### config.mk
export PLATFORM = sky130hd
export DESIGN_NAME = alu_iter
export DESIGN_NICKNAME = d
export VERILOG_FILES = /design/src/rtl/alu_iter_pkg.sv /design/src/rtl/alu_iter_shift1.sv /design/src/rtl/alu_iter.sv
export SDC_FILE = /design/constraint.sdc
export NUM_CORES = 1
export LEC_CHECK = 0
export BUFFER_PORTS_ARGS = -buffer_cell sky130_fd_sc_hd__buf_2
export CAP_MARGIN = 20
export CORE_MARGIN = 5
export CORE_UTILIZATION = 60
export DETAILED_ROUTE_END_ITERATION = 7
export PLACE_DENSITY = 0.87
export SLEW_MARGIN = 20
export SYNTH_ARGS = -nofsm -noshare
export SYNTH_HDL_FRONTEND = slang
export SYNTH_SLANG_ARGS = --single-unit
### constraint.sdc
create_clock -name clk -period 3.2 [get_ports clk]
set_input_delay 0.32 -clock clk [delete_from_list [all_inputs] [get_ports clk]]
set_output_delay 0.32 -clock clk [all_outputs]
set_load 0.05 [all_outputs]
### src/rtl/alu_iter_pkg.sv
// Shared constants for the multi-cycle core: ALU control codes (also used by the
// decoder), ALU FSM state encoding, and a shift-op classifier.
package alu_iter_pkg;

  typedef enum logic [2:0] {
    ALU_ADD = 3'b000,
    ALU_SUB = 3'b001,
    ALU_SLL = 3'b010,
    ALU_XOR = 3'b011,
    ALU_SRL = 3'b100,
    ALU_SRA = 3'b101,
    ALU_OR  = 3'b110,
    ALU_AND = 3'b111
  } aluctrl_e;

  typedef enum logic {
    ST_IDLE  = 1'b0,
    ST_SHIFT = 1'b1
  } state_e;

  function automatic logic is_shift(input logic [2:0] code);
    return (code == ALU_SLL) || (code == ALU_SRL) || (code == ALU_SRA);
  endfunction

endpackage

### src/rtl/alu_iter_shift1.sv
// Single-bit shifter: left inserts zero at bit 0; right inserts zero or the
// sign bit at bit 31 depending on arith.
module alu_shift1 (
  input  logic [31:0] din,
  input  logic        left,
  input  logic        arith,
  output logic [31:0] dout
);

  assign dout = left ? {din[30:0], 1'b0} : {arith & din[31], din[31:1]};

endmodule

### src/rtl/alu_iter.sv
// Iterative 32-bit ALU: one-cycle ADD/SUB/logic ops, serial one-bit-per-cycle
// shifts. Optional registered flags when ALU_FLAGS_EN is defined.
module alu_iter
  import alu_iter_pkg::*;
(
  input  logic        clk,
  input  logic        rst_n,
  input  logic        in_valid,
  output logic        in_ready,
  input  logic [2:0]  aluctrl,
  input  logic [31:0] a,
  input  logic [31:0] b,
  output logic        out_valid,
  input  logic        out_ready,
  output logic [31:0] result
`ifdef ALU_FLAGS_EN
  ,
  output logic        flag_z,
  output logic        flag_n,
  output logic        flag_c,
  output logic        flag_v
`endif
);

  // Handshake: a transfer happens on a rising edge where valid && ready is high,
  // on both the input side (in_valid/in_ready) and output side (out_valid/out_ready).
  state_e      state, state_d;
  logic [4:0]  cnt, cnt_d;
  logic [31:0] work, work_d, shifted, op_res, b_eff, sum;
  logic        shl, sha, shl_d, sha_d, ov_d;
  logic        accept, start_shift, imm_done, shift_done, is_sub;

  assign in_ready    = (state == ST_IDLE) && (!out_valid || out_ready);
  assign accept      = in_valid && in_ready;
  assign start_shift = accept && is_shift(aluctrl) && (b[4:0] != 5'd0);
  assign imm_done    = accept && !start_shift;
  assign shift_done  = (state == ST_SHIFT) && (cnt == 5'd1);

  assign is_sub = (aluctrl == ALU_SUB);
  assign b_eff  = is_sub ? ~b : b;

`ifdef ALU_FLAGS_EN
  logic [32:0] sum33;
  logic        carry, ovf, is_arith;
  assign sum33    = {1'b0, a} + {1'b0, b_eff} + 33'(is_sub);
  assign sum      = sum33[31:0];
  assign carry    = sum33[32];
  assign ovf      = (a[31] == b_eff[31]) && (sum[31] != a[31]);
  assign is_arith = (aluctrl == ALU_ADD) || (aluctrl == ALU_SUB);
`else
  assign sum = a + b_eff + 32'(is_sub);
`endif

  alu_shift1 u_shift1 (
    .din   (work),
    .left  (shl),
    .arith (sha),
    .dout  (shifted)
  );

  // Shift codes reaching this mux have a zero shift amount, so they pass a through.
  always_comb begin
    op_res = a;
    case (aluctrl_e'(aluctrl))
      ALU_ADD, ALU_SUB: op_res = sum;
      ALU_XOR:          op_res = a ^ b;
      ALU_OR:           op_res = a | b;
      ALU_AND:          op_res = a & b;
      default:          op_res = a;
    endcase
  end

  always_comb begin
    state_d = state;
    cnt_d   = cnt;
    work_d  = work;
    shl_d   = shl;
    sha_d   = sha;
    ov_d    = out_valid && !out_ready;
    case (state)
      ST_IDLE: begin
        if (start_shift) begin
          work_d  = a;
          cnt_d   = b[4:0];
          shl_d   = (aluctrl == ALU_SLL);
          sha_d   = (aluctrl == ALU_SRA);
          ov_d    = 1'b0;
          state_d = ST_SHIFT;
        end else if (imm_done) begin
          work_d = op_res;
          ov_d   = 1'b1;
        end
      end
      ST_SHIFT: begin
        work_d = shifted;
        cnt_d  = cnt - 5'd1;
        if (shift_done) begin
          ov_d    = 1'b1;
          state_d = ST_IDLE;
        end
      end
      default: state_d = ST_IDLE;
    endcase
  end

  always_ff @(posedge clk or negedge rst_n) begin
    if (!rst_n) begin
      state     <= ST_IDLE;
      cnt       <= 5'd0;
      work      <= 32'd0;
      shl       <= 1'b0;
      sha       <= 1'b0;
      out_valid <= 1'b0;
    end else begin
      state     <= state_d;
      cnt       <= cnt_d;
      work      <= work_d;
      shl       <= shl_d;
      sha       <= sha_d;
      out_valid <= ov_d;
    end
  end

  assign result = work;

`ifdef ALU_FLAGS_EN
  // Flags load alongside the working register whenever a result becomes valid.
  always_ff @(posedge clk or negedge rst_n) begin
    if (!rst_n) begin
      flag_z <= 1'b0;
      flag_n <= 1'b0;
      flag_c <= 1'b0;
      flag_v <= 1'b0;
    end else if (imm_done) begin
      flag_z <= (op_res == 32'd0);
      flag_n <= op_res[31];
      flag_c <= is_arith && carry;
      flag_v <= is_arith && ovf;
    end else if (shift_done) begin
      flag_z <= (shifted == 32'd0);
      flag_n <= shifted[31];
      flag_c <= 1'b0;
      flag_v <= 1'b0;
    end
  end
`endif

endmodule

==> impl_metrics.yaml <==
status:
  status: "finished clean"
timing:
  finalCritPeriodShare: 0.990
  tightest_slew_ns: 0.937
  setup_tns_ns: 0
  hold_viol: 0
  rsz0062_at_grt: "yes"
  slew-limit-headroom: 0.375
  setup_ws_ns: 0.0325
  maxSlewViolCount: 0
  final.min_clock_period_ns: 3.17
  max_freq_mhz: 316
  setup_violations: 0
  finClkSkew_ns: 0.00821
detailed_routing:
  postRouteAntennaNets: 0
  wl_microns: 22400
  dr.pass1.iters: 6
  post_drt_wl_per_cell_microns: 18.9
  num_vias: 7438
  route.detailed.drc: 0
  avgViaCountPerCell: 6.29
  drt-initial-drc-count: 820
die:
  ios: 105
  die_h_microns: 114
  rows: 38
  initial_core_util: 0.607
  die_w_microns: 114
  coreArea_sq_mm: 0.0107
  die_area_sq_mm: 0.0131
pwr:
  p_sw_frac: 0.545
  ir_worst_vdd_v: 0.000767
  netSwitchingPower_w: 0.00272
  internal-power_w: 0.00227
  comb_power_share: 0.699
  p_seq_frac: 0.216
  p_per_area_mw_per_mm2: 611
  clkPwrFrac: 0.084
  p_leak_nw: 3.99
setup_path:
  critPathMaxFanout: 10
  crit_required_ns: 3.36
  path_class: "input pin to flip-flop"
  max_stage_delay_ns: 0.44
  cp_cell_sequence: "buf_2, or3b_4, buf_12, xnor2_2, ha_1, a311oi_1, o21a_1, o21ai_4, o221ai_4, a21oi_4, a221o_1, o221ai_2, xnor2_1, o221ai_1"
  crit_path_top_delay_cell: "or3b_4"
  arrival_ns: 3.33
  cp-start-kind: "input pin"
  end_kind: "flip-flop"
cells_and_area:
  area_delta_synth_final_pct: 25.3
  layout.nets: 1216
  n_antenna_cell: 0
  stdcell_area_sq_mm: 0.00817
  fill_cells: 791
  drive_above_1_share: 0.264
global_route:
  antenna_found_initial: 0
  grt_pass1_wl_microns: 34800
  grt_usage: 0.330
  grt_max_degree: 69
  overflow: 0
  grt_pass1_vias: 6903
  grtUsageMet3: 0.0433
  grtUsageMet1: 0.472
  grt.busiest_layer: "met2"
  met2_usage: 0.509
job:
  cap_violations: 0
yosys:
  synth_top_flop_cell: "dfrtp_1"
  syn_avg_cell_area_sq_um: 7.46
  synth_edf_count: 0
  ys_warn_count: 0
  async_flop_share: 1.00
  syn_nets: 1049
  synthesis.area_sq_mm: 0.00652
  synth_cell_types: 66
  ys_seq_area_frac: 0.157
  ys_ff_latch: 41
  postSynthCellCount: 874
placed_design:
  io_buffer_count: 104
  dp_hpwl_microns: 16900
  gp_congestion: 0.987
  dp_slack_ns: -0.439
  placed_cell_area_sq_mm: 0.00786
clock_network:
  cts_root_buf: "clkbuf_8"
  clk_path_buf_depth: 2
  clkLatencyLatePin_ns: 0.30
  clk_pin_slew_ns: 0.08
  cts_tree: "built"
  cts_sinks: 41
  htreeDepth: 2
  cts_buffers: 5
min_path:
  min_path_type: "input pin to asynchronous set/reset pin"
Yosys cell counts (all sizes together) (2+ instances only):
cell,n,area (sq um)
nand2b,6,37.5
a21oi,100,512
o21bai,2,15.0
xor2,13,114
a221oi,8,70.1
a22oi,6,45.0
o31ai,3,22.5
nand3,11,55.1
a21boi,2,15.0
nor2b,4,25.0
o2111ai,5,43.8
nor2,83,312
dfrtp,41,1030
mux2,11,124
nor3,8,40.0
nand4,7,43.8
buf,12,51.3
o21a,5,37.5
a41oi,5,43.8
nor4,2,12.5
ha,103,1290
a32oi,2,17.5
clkbuf,42,158
o221ai,11,109
and2,2,12.5
or4,3,22.5
o21ai,76,395
a221o,3,30.0
nand3b,2,15.0
a21o,9,67.6
a31oi,4,25.0
nand2,73,277
o22ai,10,62.6
xnor2,48,420
mux2i,29,290
o211ai,9,67.6
a211oi,19,143
inv,77,289
sequential cells by signal, summed over array words and instances (netlist names):
| name | cells |
|---|---|
| cnt | 5 |
| out_valid | 1 |
| result | 32 |
| sha | 1 |
| shl | 1 |
| state | 1 |
final timing paths:
kind | from | to | slack (ns) | cells past startpoint
min reg2reg | sha | sha | 0.51 | 2
min in group clk | b[4] | cnt[4] | 0.33 | 3
min | rst_n | result[3] | 0.15 | 1
max in group asynchronous | rst_n | state | 2.41 | 1
max reg2reg | out_valid | result[17] | 0.70 | 9
max | aluctrl[1] | result[31] | 0.03 | 14
kinds of logic (layout without fill, tap and decap cells):
group / after synthesis / in the layout / synth area share
compound gates: 290 / 290 / 0.280
xor+xnor: 61 / 61 / 0.0819
fa+ha+maj: 104 / 104 / 0.201
buf+inv: 131 / 299 / 0.0764
flops: 41 / 41 / 0.157
mux: 41 / 41 / 0.0670
simple gates: 206 / 206 / 0.137
power by group through the flow:
stage               sequential (W)  combinational (W)  clock, W
global placement           0.00107            0.00327         0
CTS                        0.00107            0.00337  0.000420
global route               0.00111            0.00374  0.000447
floorplan                  0.00174            0.00165         0
detailed placement         0.00108            0.00334         0
finish                     0.00108            0.00349  0.000421
final cells by class:
cell class	count	area, sq um	share of cell area
Multi-Input combinational cell	702	5170	0.633
Timing Repair Buffer	214	1400	0.171
Sequential cell	41	1030	0.126
Inverter	77	289	0.0354
Tap cell	140	175	0.0214
Clock buffer	6	72.6	0.00888
Clock inverter	2	35.0	0.00429
through the flow:
stage / cells / power, W / hold slack (ns) / utilization
floorplan: 874 / 0.00339 / 0.0244 / -
global route: 1182 / 0.00530 / 0.225 / 0.760
CTS: 1174 / 0.00486 / 0.179 / 0.744
global placement: 1166 / 0.00433 / 0.465 / 0.731
finish: 1182 / 0.00499 / 0.153 / 0.760
detailed placement: 1166 / 0.00442 / 0.492 / 0.731
critical path: cells and delay by family:
family | cells | cell delay [ns]
xor gates and xnor gates | 2 | 0.30
buffers and inverters | 2 | 0.30
AOI/OAI and AO/OA | 8 | 1.71
adders and majority gates | 1 | 0.25
and+or+nand+nor | 1 | 0.44
what timing repair did:
| item | 4_1_cts | 5_1_grt |
|---|---|---|
| pin swaps | 3 | 20 |
| hold buffers | 0 | 0 |
| setup buffers | 0 | 8 |
| gates resized for setup | 7 | 25 |
| setup endpoints to repair | 8 | 12 |
per-layer routing:
layer / wire length, microns / part of all wire / vias to the layer above
li1: - / - / 3446
met1: 9160 / 0.41 / 3423
met2: 9790 / 0.44 / 478
met3: 2560 / 0.11 / 91
met4: 873 / 0.039 / 0
met5: 0 / 0 / -
placed cells by master, fill, tap and decap left out, types with 4 or more instances in the layout:
master,instances
nor2_1,81
o21ai_1,6
nand3_1,11
ha_1,102
a22oi_1,6
a31oi_1,4
o211ai_1,9
o21a_1,5
nor3_1,7
a41oi_1,4
mux2i_1,29
nand2_1,71
buf_12,4
clkbuf_8,5
nand4_1,7
o22ai_1,10
buf_4,106
o21ai_0,67
buf_2,104
xor2_1,13
a21oi_2,9
inv_1,77
a211oi_1,16
a21o_1,9
nor2b_1,4
a221oi_1,7
mux2_2,11
xnor2_1,40
o2111ai_1,4
dfrtp_1,40
nand2b_1,6
o221ai_1,9
xnor2_2,8
a21oi_1,90
Note: power is estimated with default switching activity, not from simulation.
